**src/rtl/v_counter_sync_if.sv**
```systemverilog
// Signal bundle between the horizontal counter stage and the vertical timing stage.
interface v_counter_sync_if;
  logic [9:0]  hcount;
  logic        trig_V;
  logic [9:0]  vcount;
  logic        hsync;
  logic        vsync;
  logic        video_on;
  logic [9:0]  pixel_x;
  logic [9:0]  pixel_y;
  logic        frame_tick;
  logic [1:0]  v_state;
  logic [15:0] frame_count;

  modport master (
    output hcount, trig_V,
    input  vcount, hsync, vsync, video_on, pixel_x, pixel_y,
    input  frame_tick, v_state, frame_count
  );

  modport slave (
    input  hcount, trig_V,
    output vcount, hsync, vsync, video_on, pixel_x, pixel_y,
    output frame_tick, v_state, frame_count
  );
endinterface

```
**src/rtl/v_counter_sync.sv**
```systemverilog
// Vertical stage of the 640x480@60 VGA timing chain: line counter, vertical-region FSM and registered decode.
// Optional feature: define FRAME_COUNT_EN to build the 16-bit frame counter (otherwise frame_count is 0).
module v_counter_sync #(
    parameter int unsigned H_ACTIVE = 640,
    parameter int unsigned H_FP     = 16,
    parameter int unsigned H_SYNC   = 96,
    parameter int unsigned H_BP     = 48,
    parameter int unsigned V_ACTIVE = 480,
    parameter int unsigned V_FP     = 10,
    parameter int unsigned V_SYNC   = 2,
    parameter int unsigned V_BP     = 33,
    parameter bit          SYNC_POL = 1'b0
) (
    input  logic              clock,
    input  logic              reset_n,
    v_counter_sync_if.slave   bus
);

    localparam logic [9:0] L_H_ACT    = 10'(H_ACTIVE);
    localparam logic [9:0] L_HS_START = 10'(H_ACTIVE + H_FP);
    localparam logic [9:0] L_HS_END   = 10'(H_ACTIVE + H_FP + H_SYNC - 1);
    localparam logic [9:0] L_H_LAST   = 10'(H_ACTIVE + H_FP + H_SYNC + H_BP - 1);
    localparam logic [9:0] L_V_ACT    = 10'(V_ACTIVE);
    localparam logic [9:0] L_VS_START = 10'(V_ACTIVE + V_FP);
    localparam logic [9:0] L_VS_END   = 10'(V_ACTIVE + V_FP + V_SYNC);
    localparam logic [9:0] L_V_LAST   = 10'(V_ACTIVE + V_FP + V_SYNC + V_BP - 1);

    typedef enum logic [1:0] {
        S_ACTIVE = 2'd0,
        S_FP     = 2'd1,
        S_SYNC   = 2'd2,
        S_BP     = 2'd3
    } state_t;

    state_t     r_state;
    state_t     w_state_nxt;
    logic [9:0] r_vcount;
    logic [9:0] w_vcount_nxt;
    logic       w_wrap;

    logic       r_hsync;
    logic       r_vsync;
    logic       r_video_on;
    logic [9:0] r_pixel_x;
    logic [9:0] r_pixel_y;
    logic       r_frame_tick;

    logic       w_h_in_range;
    logic       w_h_sync_zone;
    logic       w_visible;

    always_ff @(posedge clock or negedge reset_n) begin
        if (!reset_n) begin
            r_vcount <= '0;
            r_state  <= S_ACTIVE;
        end else begin
            r_vcount <= w_vcount_nxt;
            r_state  <= w_state_nxt;
        end
    end

    // Region transitions look at the incoming line so state and vcount change on the same edge.
    always_comb begin
        w_vcount_nxt = r_vcount;
        w_state_nxt  = r_state;
        w_wrap       = 1'b0;
        if (bus.trig_V) begin
            if (r_vcount == L_V_LAST) begin
                w_vcount_nxt = '0;
                w_wrap       = 1'b1;
            end else begin
                w_vcount_nxt = r_vcount + 10'd1;
            end
            case (r_state)
                S_ACTIVE: if (w_vcount_nxt == L_V_ACT)    w_state_nxt = S_FP;
                S_FP:     if (w_vcount_nxt == L_VS_START) w_state_nxt = S_SYNC;
                S_SYNC:   if (w_vcount_nxt == L_VS_END)   w_state_nxt = S_BP;
                S_BP:     if (w_wrap)                     w_state_nxt = S_ACTIVE;
                default:                                  w_state_nxt = S_ACTIVE;
            endcase
        end
    end

    assign w_h_in_range  = (bus.hcount <= L_H_LAST);
    assign w_h_sync_zone = w_h_in_range && (bus.hcount >= L_HS_START) && (bus.hcount <= L_HS_END);
    assign w_visible     = (bus.hcount < L_H_ACT) && (r_state == S_ACTIVE);

    always_ff @(posedge clock or negedge reset_n) begin
        if (!reset_n) begin
            r_hsync      <= ~SYNC_POL;
            r_vsync      <= ~SYNC_POL;
            r_video_on   <= 1'b0;
            r_pixel_x    <= '0;
            r_pixel_y    <= '0;
            r_frame_tick <= 1'b0;
        end else begin
            r_hsync      <= w_h_sync_zone ? SYNC_POL : ~SYNC_POL;
            r_vsync      <= (r_state == S_SYNC) ? SYNC_POL : ~SYNC_POL;
            r_video_on   <= w_visible;
            r_pixel_x    <= w_visible ? bus.hcount : '0;
            r_pixel_y    <= w_visible ? r_vcount : '0;
            r_frame_tick <= w_wrap;
        end
    end

`ifdef FRAME_COUNT_EN
    logic [15:0] r_frame_count;

    always_ff @(posedge clock or negedge reset_n) begin
        if (!reset_n) begin
            r_frame_count <= '0;
        end else if (w_wrap) begin
            r_frame_count <= r_frame_count + 16'd1;
        end
    end

    assign bus.frame_count = r_frame_count;
`else
    assign bus.frame_count = '0;
`endif

    assign bus.vcount     = r_vcount;
    assign bus.v_state    = r_state;
    assign bus.hsync      = r_hsync;
    assign bus.vsync      = r_vsync;
    assign bus.video_on   = r_video_on;
    assign bus.pixel_x    = r_pixel_x;
    assign bus.pixel_y    = r_pixel_y;
    assign bus.frame_tick = r_frame_tick;

endmodule

```
**src/flat_wrapper.sv**
```systemverilog
// flat-port wrapper written by rule: the top's interface ports become plain ports
module v_counter_sync_flat 
#(
    parameter int unsigned H_ACTIVE = 640,
    parameter int unsigned H_FP     = 16,
    parameter int unsigned H_SYNC   = 96,
    parameter int unsigned H_BP     = 48,
    parameter int unsigned V_ACTIVE = 480,
    parameter int unsigned V_FP     = 10,
    parameter int unsigned V_SYNC   = 2,
    parameter int unsigned V_BP     = 33,
    parameter bit          SYNC_POL = 1'b0
)
  (clock, reset_n, bus_hcount, bus_trig_V, bus_vcount, bus_hsync, bus_vsync, bus_video_on, bus_pixel_x, bus_pixel_y, bus_frame_tick, bus_v_state, bus_frame_count);
  v_counter_sync_if bus_i ();
  input  logic clock;
  input  logic reset_n;
  input wire logic [$bits(bus_i.hcount)-1:0] bus_hcount;
  input wire logic [$bits(bus_i.trig_V)-1:0] bus_trig_V;
  output wire logic [$bits(bus_i.vcount)-1:0] bus_vcount;
  output wire logic [$bits(bus_i.hsync)-1:0] bus_hsync;
  output wire logic [$bits(bus_i.vsync)-1:0] bus_vsync;
  output wire logic [$bits(bus_i.video_on)-1:0] bus_video_on;
  output wire logic [$bits(bus_i.pixel_x)-1:0] bus_pixel_x;
  output wire logic [$bits(bus_i.pixel_y)-1:0] bus_pixel_y;
  output wire logic [$bits(bus_i.frame_tick)-1:0] bus_frame_tick;
  output wire logic [$bits(bus_i.v_state)-1:0] bus_v_state;
  output wire logic [$bits(bus_i.frame_count)-1:0] bus_frame_count;
  assign bus_i.hcount = bus_hcount;
  assign bus_i.trig_V = bus_trig_V;
  assign bus_vcount = bus_i.vcount;
  assign bus_hsync = bus_i.hsync;
  assign bus_vsync = bus_i.vsync;
  assign bus_video_on = bus_i.video_on;
  assign bus_pixel_x = bus_i.pixel_x;
  assign bus_pixel_y = bus_i.pixel_y;
  assign bus_frame_tick = bus_i.frame_tick;
  assign bus_v_state = bus_i.v_state;
  assign bus_frame_count = bus_i.frame_count;
  v_counter_sync #(.H_ACTIVE(H_ACTIVE), .H_FP(H_FP), .H_SYNC(H_SYNC), .H_BP(H_BP), .V_ACTIVE(V_ACTIVE), .V_FP(V_FP), .V_SYNC(V_SYNC), .V_BP(V_BP), .SYNC_POL(SYNC_POL)) u_core (.clock(clock), .reset_n(reset_n), .bus(bus_i));
endmodule
```
**config.mk**
```make
export PLATFORM = sky130hd
export DESIGN_NAME = v_counter_sync_flat
export DESIGN_NICKNAME = d
export VERILOG_FILES = /design/src/rtl/v_counter_sync_if.sv /design/src/rtl/v_counter_sync.sv /design/src/flat_wrapper.sv
export SDC_FILE = /design/constraint.sdc
export NUM_CORES = 1
export LEC_CHECK = 0
export CAP_MARGIN = 10
export CORE_ASPECT_RATIO = 1.75
export CORE_MARGIN = 2
export CORE_UTILIZATION = 30
export DETAILED_ROUTE_END_ITERATION = 16
export PLACE_DENSITY_LB_ADDON = 0.15
export SLEW_MARGIN = 20
export SYNTH_ARGS = -nofsm -noshare
export SYNTH_HDL_FRONTEND = slang
export SYNTH_SLANG_ARGS = --single-unit
```
**constraint.sdc**
```tcl
create_clock -name clock -period 2.7 [get_ports clock]
set_input_delay 0.405 -clock clock [delete_from_list [all_inputs] [get_ports clock]]
set_output_delay 0.405 -clock clock [all_outputs]
set_load 0.01 [all_outputs]
```
==> results_tabular.tex <==
\begin{tabular}{lr}
\hline
Metric & Value \\
\hline
\multicolumn{2}{l}{\textbf{Outcome}} \\
\quad Status & finished, final reports clean \\
\multicolumn{2}{l}{\textbf{Finish}} \\
\quad Register cell area after layout & roughly 900 um\^{}2 \\
\quad Final antenna diode count & 0 \\
\quad Leading cell types in the layout, fill and taps excluded & clkdlybuf4s50\_1, dfrtp\_1, and3\_1 \\
\quad FILL cells & just over 600 \\
\quad Most common cell after layout, fill and taps aside & clkdlybuf4s50\_1 \\
\quad Post-Layout Inst Area & 2400 um\^{}2 \\
\quad Nets & between 200 and 250 \\
\quad Multi-input gate area in the final layout & around 750 um\^{}2 \\
\quad Area growth from synthesis to final layout & 33.8\% \\
\quad Fraction of layout instances using a drive strength above 1 & 11.5\% \\
\multicolumn{2}{l}{\textbf{STA}} \\
\quad Number of endpoints failing setup at the final stage & 0 \\
\quad Unrepaired setup endpoints after global routing & no \\
\quad Final Skew & about 0.0072 ns \\
\quad Worst Hold Slack & $\sim$0.55 ns \\
\quad Part of the cycle the worst path needs & roughly four fifths \\
\quad Fmax achieved & 0.468 GHz \\
\quad Number of slew-limit violations in the final report & 0 \\
\quad Final WS setup & between 0.5 and 0.6 ns \\
\quad Fin. Hold Viols & 0 \\
\quad Setup TNS Final & 0 ns \\
\quad Minimum period implied by the final worst setup slack & between 2 and 2.5 ns \\
\multicolumn{2}{l}{\textbf{Floorplanning}} \\
\quad Core area & roughly 6000 um\^{}2 \\
\quad Die Ht & between 100 and 150 um \\
\quad Die area & between 6000 and 7000 um\^{}2 \\
\quad Die X & around 62 um \\
\quad Number of cell rows & 37 \\
\quad Effective utilization at floorplan & between 30\% and 40\% \\
\quad Number of primary I/O pins & 65 \\
\multicolumn{2}{l}{\textbf{GRT}} \\
\quad Global-route wire length before repair & $\sim$6.6 mm \\
\quad Number of global-route vias before repair & about 1,300 \\
\quad Overflow left after global routing & 0 \\
\quad Pin count of the biggest net entering global routing & 37 \\
\quad Global-route usage over all layers & $\sim$13\% \\
\quad Number of antenna violations at the first check in global routing & 0 \\
\multicolumn{2}{l}{\textbf{Setup path}} \\
\quad CP Launch Type & register \\
\quad Worst Path Required & 2.87 ns \\
\quad Critical path class & reg2reg \\
\quad Critical Path Sink Type & register \\
\quad Critical path arrival & about 2.3 ns \\
\quad Maximum fanout encountered on the critical timing path & 9 \\
\multicolumn{2}{l}{\textbf{Routing}} \\
\quad Total number of vias & roughly 1,300 \\
\quad Remaining antenna violation count & 0 \\
\quad Wirelength per Cell & around 14 um \\
\quad Number of iterations in the first detailed-routing pass & 6 \\
\quad Iteration-0 DRC Markers & 35 \\
\quad Wirelength, routed & 4.00 mm \\
\quad Post-detailed-route via-to-cell ratio & between 4 and 5 \\
\quad Detailed-route DRC error count & 0 \\
\multicolumn{2}{l}{\textbf{Pwr}} \\
\quad Switching share of power & a little under a third \\
\quad Int Pwr & roughly 0.0010 W \\
\quad Switching power of the nets & approximately 0.00048 W \\
\quad Power Total & 0.00153 W \\
\quad Sequential group share of total power & between 40 and 50\% \\
\quad Max IR drop VDD & approximately 0.35 mV \\
\quad P per Cell Area & about 640 nW/um\^{}2 \\
\quad Leakage component of the power & roughly 1.2 nW \\
\quad Portion of total power attributed to the clock network & between 30\% and 40\% \\
\quad Relative contribution of combinational cells to total power & about a quarter \\
\multicolumn{2}{l}{\textbf{Synthesis}} \\
\quad Distinct cells, synth & slightly above 40 \\
\quad Post-synth design cell area & roughly 1800 um\^{}2 \\
\quad Post-synthesis register bit count & 36 \\
\quad Sequential element share of the synthesized area & 50.3\% \\
\quad Most area-hungry cell type in the Yosys netlist & dfrtp\_1 \\
\quad Average instance area after synthesis & roughly 11 um\^{}2 \\
\quad Synth top area cells & dfrtp\_1, and3\_1, buf\_4 \\
\quad Yosys warnings & 0 \\
\quad Area share of the leading cell type in the synthesized netlist & 47.4\% \\
\quad Number of instances in the synthesized netlist & 168 \\
\multicolumn{2}{l}{\textbf{Place}} \\
\quad Placed Instance Area & approximately 2300 um\^{}2 \\
\quad Detail Placement HPWL & between 2 and 3 mm \\
\quad Routability cong. & between 0.7 and 0.8 \\
\quad Placement-stage worst setup slack & $\sim$0.57 ns \\
\quad IO buf count & 48 \\
\multicolumn{2}{l}{\textbf{Flow run}} \\
\quad Reported max-cap violation count & 0 \\
\multicolumn{2}{l}{\textbf{Clocking}} \\
\quad Buffers from clock root to sink, at most & 2 \\
\quad Post-cts gate resize count & 0 \\
\quad Deepest level of the CTS H-tree & 2 \\
\quad Number of buffers inserted during clock tree synthesis & 5 \\
\quad CTS tree & built \\
\quad Number of buffers inserted by post-CTS setup repair & 0 \\
\quad Clock-pin slew on the worst setup and hold paths & 0.07 ns \\
\quad Clock insertion delay at the later pin of the skew report & between 0.2 and 0.3 ns \\
\quad Root buffer cell & clkbuf\_8 \\
\quad Number of hold buffers added after cts & 0 \\
\quad Count of clock tree sinks & 36 \\
\multicolumn{2}{l}{\textbf{Min path}} \\
\quad Type of the worst min-delay path & in2async \\
\hline
\end{tabular}
[power by group through the flow]
stage	clock, W	combinational, W	sequential (W)
2_1_floorplan	0	0.000295	0.000650
3_3_place_gp	0	0.000373	0.000705
3_5_place_dp	0	0.000369	0.000708
4_1_cts	0.000490	0.000371	0.000698
5_1_grt	0.000505	0.000407	0.000709
6_report	0.000466	0.000366	0.000696
[sequential cells by signal (all words and copies together), names as in the netlist]
name / count
u_core.bus.pixel_y: 10
u_core.bus.vsync: 1
u_core.bus.frame_tick: 1
u_core.bus.pixel_x: 10
u_core.bus.hsync: 1
u_core.bus.video_on: 1
u_core.bus.v_state: 2
u_core.bus.vcount: 10
[layer usage]
layer,up-vias,part of all wire (%),global-route usage [%]
met1,623,38,13.2
met3,6,5.3,3.39
li1,635,-,-
met4,0,2.1,6.83
met5,-,0,0
met2,47,54,23.3
[logic make-up (layout without fill, tap and decap cells)]
| logic type | after synthesis | in the layout | share of synthesized area, % |
|---|---|---|---|
| other | 1 | 16 | 0.209 |
| adder cells (fa/ha/maj) | 7 | 7 | 4.88 |
| flip-flops | 36 | 36 | 50.3 |
| AO/OA/AOI/OAI | 16 | 16 | 6.14 |
| multiplexers | 3 | 3 | 1.95 |
| AND/OR/NAND/NOR | 65 | 65 | 21.5 |
| buffers and inverters | 32 | 67 | 11.1 |
| XOR/XNOR | 8 | 8 | 3.91 |
[synthesized netlist by cell type, drive strengths merged]
cell type  number
buf            20
dfrtp          34
a31oi           2
nor2            3
or4             1
and2            2
nand4b          1
o221ai          1
mux2            1
nand3b          1
nand2          15
mux2i           2
inv             6
o31ai           1
xor2            1
clkbuf          6
o2111a          1
a21oi           2
o21ai           5
conb            1
nor2b           1
nand4           1
nor4            1
dfstp           2
xnor2           7
or3b            1
o22ai           2
or3             1
a22o            1
and2b           1
a21o            1
ha              7
nand3           5
and3           23
nor3            8
[critical path: stages (launching register included)]
cell      delay [ns]
dfrtp_1         0.50
inv_1           0.11
ha_1            0.36
nor3_1          0.19
a31oi_1         0.08
o31ai_1         0.30
o221ai_2        0.17
mux2_4          0.31
[final timing paths]
kind / start / to / slack, ns / cells past startpoint
max in group asynchronous: reset_n / u_core.bus.hsync / 1.81 / 2
worst max-delay path: u_core.bus.vcount[0] / u_core.bus.v_state[1] / 0.56 / 7
worst min-delay path: reset_n / u_core.bus.vcount[2] / 0.55 / 2
worst min register to register: u_core.bus.vcount[8] / u_core.bus.vcount[8] / 0.62 / 1
min in group clock: u_core.bus.vcount[8] / u_core.bus.vcount[8] / 0.62 / 1
worst max register to register: u_core.bus.vcount[0] / u_core.bus.v_state[1] / 0.56 / 7
[through the flow]
stage                     util, %  cells
after floorplan                 -    183
after global placement       39.3    288
after detailed placement     39.3    288
after CTS                    41.2    296
after global routing         41.2    296
final                        41.2    296
[layout make-up]
class                           count  share of cell area [%]
Inverter                            6                   0.938
Sequential cell                    36                    37.6
Multi-Input combinational cell    115                    31.2
Clock inverter                      3                    1.77
Timing Repair Buffer               53                    21.6
Tap cell                           78                    4.06
Clock buffer                        5                    2.87
No activity file was read; power rests on OpenSTA's default activity.
